File: config.mk
export PLATFORM = sky130hd
export DESIGN_NAME = pipe_mem_arb
export DESIGN_NICKNAME = d
export VERILOG_FILES = /design/src/rtl/pipe_mem_arb.sv
export SDC_FILE = /design/constraint.sdc
export NUM_CORES = 1
export LEC_CHECK = 0
export CAP_MARGIN = 20
export CORE_AREA = 8 8 192 194
export CTS_BUF_LIST = sky130_fd_sc_hd__clkbuf_8
export CTS_CLUSTER_DIAMETER = 40
export DETAILED_ROUTE_END_ITERATION = 12
export DIE_AREA = 0 0 200 202
export PLACE_DENSITY_LB_ADDON = 0.25
export RECOVER_POWER = 50
export SYNTH_ARGS = -nofsm -noshare
export SYNTH_HDL_FRONTEND = slang
export SYNTH_SLANG_ARGS = --single-unit
File: constraint.sdc
create_clock -name i_clk -period 1.8 [get_ports i_clk]
set_input_delay 0.36 -clock i_clk [delete_from_list [all_inputs] [get_ports i_clk]]
set_output_delay 0.36 -clock i_clk [all_outputs]
set_load 0.005 [all_outputs]
File: src/rtl/pipe_mem_arb.sv
`default_nettype none
// ============================================================================
// Module   : pipe_mem_arb
// Purpose  : Single-outstanding arbiter that shares one memory port between
//            instruction fetch (IF) and the load/store unit (LSU). One request
//            is latched, issued, its response captured and then held for the
//            owning requester until that requester accepts it.
// Ports    : i_clk, i_rst_n (synchronous, active-high despite the name)
//            if_req_*  / if_resp_*  : IF valid/ready request and response
//            ls_req_*  / ls_resp_*  : LSU valid/ready request and response
//            mem_req_* / mem_resp_* : memory bus request and response pulse
// Revision : 1.0 - initial release
// ============================================================================
module pipe_mem_arb #(
  parameter int CPU_WIDTH  = 64,
  parameter int INS_WIDTH  = 32,
  parameter int MAX_STREAK = 4
) (
  input  logic                   i_clk,
  input  logic                   i_rst_n,
  input  logic                   if_req_valid,
  output logic                   if_req_ready,
  input  logic [CPU_WIDTH-1:0]   if_addr,
  output logic                   if_resp_valid,
  input  logic                   if_resp_ready,
  output logic [INS_WIDTH-1:0]   if_rdata,
  input  logic                   ls_req_valid,
  output logic                   ls_req_ready,
  input  logic [CPU_WIDTH-1:0]   ls_addr,
  input  logic                   ls_wen,
  input  logic [CPU_WIDTH-1:0]   ls_wdata,
  input  logic [CPU_WIDTH/8-1:0] ls_wmask,
  output logic                   ls_resp_valid,
  input  logic                   ls_resp_ready,
  output logic [CPU_WIDTH-1:0]   ls_rdata,
  output logic                   mem_req_valid,
  input  logic                   mem_req_ready,
  output logic [CPU_WIDTH-1:0]   mem_addr,
  output logic                   mem_wen,
  output logic [CPU_WIDTH-1:0]   mem_wdata,
  output logic [CPU_WIDTH/8-1:0] mem_wmask,
  input  logic                   mem_resp_valid,
  input  logic [CPU_WIDTH-1:0]   mem_resp_rdata
);

  typedef enum logic [1:0] {
    S_IDLE = 2'd0,
    S_REQ  = 2'd1,
    S_WAIT = 2'd2,
    S_RESP = 2'd3
  } state_t;

  localparam logic [3:0] C_MAX_STREAK = 4'(MAX_STREAK);

  state_t                 state_q,  state_d;
  logic                   owner_q,  owner_d;   // 0 = IF, 1 = LSU
  logic [3:0]             streak_q, streak_d;
  logic [CPU_WIDTH-1:0]   addr_q,   addr_d;
  logic                   wen_q,    wen_d;
  logic [CPU_WIDTH-1:0]   wdata_q,  wdata_d;
  logic [CPU_WIDTH/8-1:0] wmask_q,  wmask_d;
  logic [CPU_WIDTH-1:0]   buf_q,    buf_d;

  logic ls_win;

  // LSU has priority, except once it has taken MAX_STREAK grants in a row
  // while IF was waiting; then IF is forced through.
  assign ls_win = ls_req_valid && ((streak_q < C_MAX_STREAK) || !if_req_valid);

  always_comb begin
    state_d       = state_q;
    owner_d       = owner_q;
    streak_d      = streak_q;
    addr_d        = addr_q;
    wen_d         = wen_q;
    wdata_d       = wdata_q;
    wmask_d       = wmask_q;
    buf_d         = buf_q;
    if_req_ready  = 1'b0;
    ls_req_ready  = 1'b0;
    mem_req_valid = 1'b0;
    if_resp_valid = 1'b0;
    ls_resp_valid = 1'b0;

    case (state_q)
      S_IDLE: begin
        if (ls_win) begin
          ls_req_ready = 1'b1;
          addr_d       = ls_addr;
          wen_d        = ls_wen;
          wdata_d      = ls_wdata;
          wmask_d      = ls_wmask;
          owner_d      = 1'b1;
          state_d      = S_REQ;
          // Streak only counts grants that made IF wait.
          if (if_req_valid) begin
            streak_d = (streak_q == C_MAX_STREAK) ? C_MAX_STREAK : 4'(streak_q + 4'd1);
          end else begin
            streak_d = 4'd0;
          end
        end else if (if_req_valid) begin
          if_req_ready = 1'b1;
          addr_d       = if_addr;
          wen_d        = 1'b0;
          wdata_d      = '0;
          wmask_d      = '0;
          owner_d      = 1'b0;
          streak_d     = 4'd0;
          state_d      = S_REQ;
        end
      end

      S_REQ: begin
        mem_req_valid = 1'b1;
        if (mem_req_ready) begin
          // A zero-latency memory may answer in the accept cycle.
          if (mem_resp_valid) begin
            buf_d   = mem_resp_rdata;
            state_d = S_RESP;
          end else begin
            state_d = S_WAIT;
          end
        end
      end

      S_WAIT: begin
        if (mem_resp_valid) begin
          buf_d   = mem_resp_rdata;
          state_d = S_RESP;
        end
      end

      S_RESP: begin
        if (owner_q) begin
          ls_resp_valid = 1'b1;
          if (ls_resp_ready) state_d = S_IDLE;
        end else begin
          if_resp_valid = 1'b1;
          if (if_resp_ready) state_d = S_IDLE;
        end
      end

      default: state_d = S_IDLE;
    endcase
  end

  always_ff @(posedge i_clk) begin
    if (i_rst_n) begin
      state_q  <= S_IDLE;
      owner_q  <= 1'b0;
      streak_q <= 4'd0;
      addr_q   <= '0;
      wen_q    <= 1'b0;
      wdata_q  <= '0;
      wmask_q  <= '0;
      buf_q    <= '0;
    end else begin
      state_q  <= state_d;
      owner_q  <= owner_d;
      streak_q <= streak_d;
      addr_q   <= addr_d;
      wen_q    <= wen_d;
      wdata_q  <= wdata_d;
      wmask_q  <= wmask_d;
      buf_q    <= buf_d;
    end
  end

  // The bus is doubleword addressed; addr_q[2] still selects the IF half-word.
  assign mem_addr  = {addr_q[CPU_WIDTH-1:3], 3'b000};
  assign mem_wen   = wen_q;
  assign mem_wdata = wdata_q;
  assign mem_wmask = wmask_q;
  assign if_rdata  = addr_q[2] ? buf_q[2*INS_WIDTH-1:INS_WIDTH] : buf_q[INS_WIDTH-1:0];
  assign ls_rdata  = buf_q;

  logic unused_addr_bits;
  assign unused_addr_bits = ^addr_q[1:0];

endmodule
`default_nettype wire
==> out/metrics.cfg <==
[placed_design]
port_buffers=503
dp_worst_setup_slack_ps=-385.4
dp_cells=1876
hpwl_microns=27350
gp_congestion=0.7860
placed_area_sq_um=13860

[setup_path]
critical_path.max_fanout=7
worst-endpoint-required_ps=1440
worstSetupStartpointType=flop
r2r_cells=10
crit_end=if_rdata[1]
crit_path_frequent_cell=buf_12
crit_cells=6
slowest_stage=dfxtp_4
r2r_start=state_q[1]
timing.critical_path.buf_inv=5
arrival_ps=1860
critPathMaxStageDelay_ps=360
path_class=reg -> out
crit_family=buffers and inverters
r2r_slack_ps=-40
worst_r2r_endpoint=addr_q[29]
setup.worst_path.end_class=output port
cp_cell_sequence=buf_12, buf_12, buf_16, buf_6, mux2_2, buf_2
setup.worst_path.start=addr_q[2]

[run]
drv_cap=0

[pwr]
p_leak_nw=6.940
powerDensity_nw_per_um2=1275
peakVddDrop_uv=935.1
finalPower_mw=20.24

[grt]
grt_max_degree=68
grt_overflow_total=0
grt.total_usage_pct=18.11
antenna_found_initial=1
grt_pass1_wl_microns=56860
grt_pass1_vias=9415

[final_layout]
layout_commonest_cell=clkdlybuf4s50_1
regArea_sq_um=4130
fin_area_sq_um=15880
final_cell_mix=clkdlybuf4s50_1 (268), nand2_1 (257), dfxtp_1 (203)
fin_cells=1999
nets=1795
multiInputGateArea_sq_um=4118
area_growth_pct=85.08
diodes=0
fin_util_pct=46.78
fill_cells=3266
drive_above_1_share_pct=19.82

[clocking]
cts_buffers=43
cts-root-buf=clkbuf_8
cts.sinks=206
clk_latency_ps=580
clk_pin_slew_ps=60
cts_buffer_depth=3
cts_tree=built
cts_hold_buffers=0
cts_max_level=2

[hold_path]
min_path_type=in -> reg

[routing]
vias_per_cell=4.645
wl_per_cell_microns=20.28
drc=0
drt_pass1_iterations=5
drtIter0Drc=446
num_vias=9285
antenna_left=0
wirelength_microns=40540

[synthesis]
synth_area_leaders=dfxtp_1 (48%), nand2_1 (11%), a311oi_1 (6.3%)
yosysTopAreaCellShare_pct=48.06
yosysSeqAreaShare_pct=48.06
yosys_register_bits=206
ys_warn_count=0
synth.avg_cell_area_sq_um=8.404
synth_top_area_cell=dfxtp_1
syn_inst=1021
syn_area_sq_um=8581
synth_cell_types=31

[die]
rows=68
die_area_sq_um=40400
die_w_microns=200
pin_count=511
die_h_microns=202
start_util_pct=25.28
core-area_sq_um=33950

[timing]
final.min_clock_period_ps=2220
hold_violations=0
fin_skew_ps=14.61
rsz0062_at_grt=yes
setup_viol=51
setup-tns-final_ps=-9485
min_period_over_period_pct=123.3
finalHoldWorstSlack_ps=105.2
maxSlewViolCount=0
fmax_mhz=450.4
final.setup.worst_slack_ps=-420.2

[run_status]
violations=setup timing
status=complete, but fails checks

## worst reg2reg max path: cells and delay by family, from the launching register on
kind            cells  cell delay [ps]
buf+inv             7              860
flops               1              340
compound gates      2              340
fa+ha+maj           1              180
## area by class of cell
type / instances / area share, %
timing repair buffer: 594 / 38.96
sequential: 206 / 26.01
multi-input combinational: 667 / 25.93
clock buffer: 51 / 4.420
tap: 455 / 3.585
clock inverter: 22 / 1.008
inverter: 4 / 0.09454
## cells by family (layout without fill, tap and decap cells)
kind of cell | after synthesis | count (layout) | share of synthesized area [%]
mux | 35 | 35 | 4.564
flops | 206 | 206 | 48.06
compound gates | 211 | 213 | 17.63
fa+ha+maj | 6 | 6 | 0.8749
other cells | 1 | 3 | 0.04370
buf+inv | 152 | 671 | 10.38
simple gates | 409 | 409 | 18.34
xor+xnor | 1 | 1 | 0.1021
## metal layers
metal	global-route usage, %	part of all wire, %	routed length [microns]	vias to the layer above
li1	-	-	-	4419
met1	20.45	39	15990	4444
met2	30.86	49	19910	358
met3	7.102	9.2	3728	62
met4	5.572	2.2	894	2
met5	0	0.020	8	-
## state kept, by name (all words and copies together) (netlist names)
name / cells
mem_wen: 1
mem_wdata: 64
ls_rdata: 64
state_q: 2
owner_q: 1
mem_wmask: 8
streak_q: 4
addr_q: 62
## where the power goes
group	internal, mW	total [mW]	leakage (nW)	switching [mW]
combinational	4.86	8.82	4.78	3.95
sequential	5.66	6.38	1.69	0.721
clock	2.86	5.05	0.474	2.19
## worst min path at each step
stage / from / endpoint / slack [ps] / cells past startpoint
final: i_rst_n / mem_wdata[58] / 110 / 2
after global routing: i_rst_n / mem_wdata[58] / 70 / 2
after CTS: i_rst_n / mem_wdata[58] / 40 / 2
after detailed placement: mem_wen / mem_wen / 450 / 2
after global placement: mem_wdata[63] / mem_wdata[63] / 440 / 2
after floorplan: mem_wdata[63] / mem_wdata[63] / 450 / 2
## cell usage after synthesis
cell type / number
o21ai_2: 1
mux2_2: 33
a211oi_1: 1
o21ai_0: 1
a221oi_2: 1
o21ai_1: 2
inv_1: 4
xnor2_1: 1
a21oi_1: 69
nor2_1: 136
nand2_1: 259
buf_1: 3
ha_1: 6
a22oi_1: 70
and2b_2: 2
nor2b_1: 1
buf_2: 43
nor3b_1: 2
conb_1: 1
a2111oi_4: 1
nand3_1: 4
clkbuf_1: 31
buf_4: 71
a32oi_1: 2
mux2i_1: 2
and2_1: 2
and2_2: 1
o21a_1: 1
a311oi_1: 62
and3_1: 2
dfxtp_1: 206
## what timing repair did
action | 4_1_cts | 5_1_grt
endpoints found under the setup margin | 238 | 167
pin swaps | 12 | 47
cloned | 7 | 16
gates resized for setup | 440 | 117
setup buffers | 18 | 14
No activity file was read; power rests on OpenSTA's default activity.
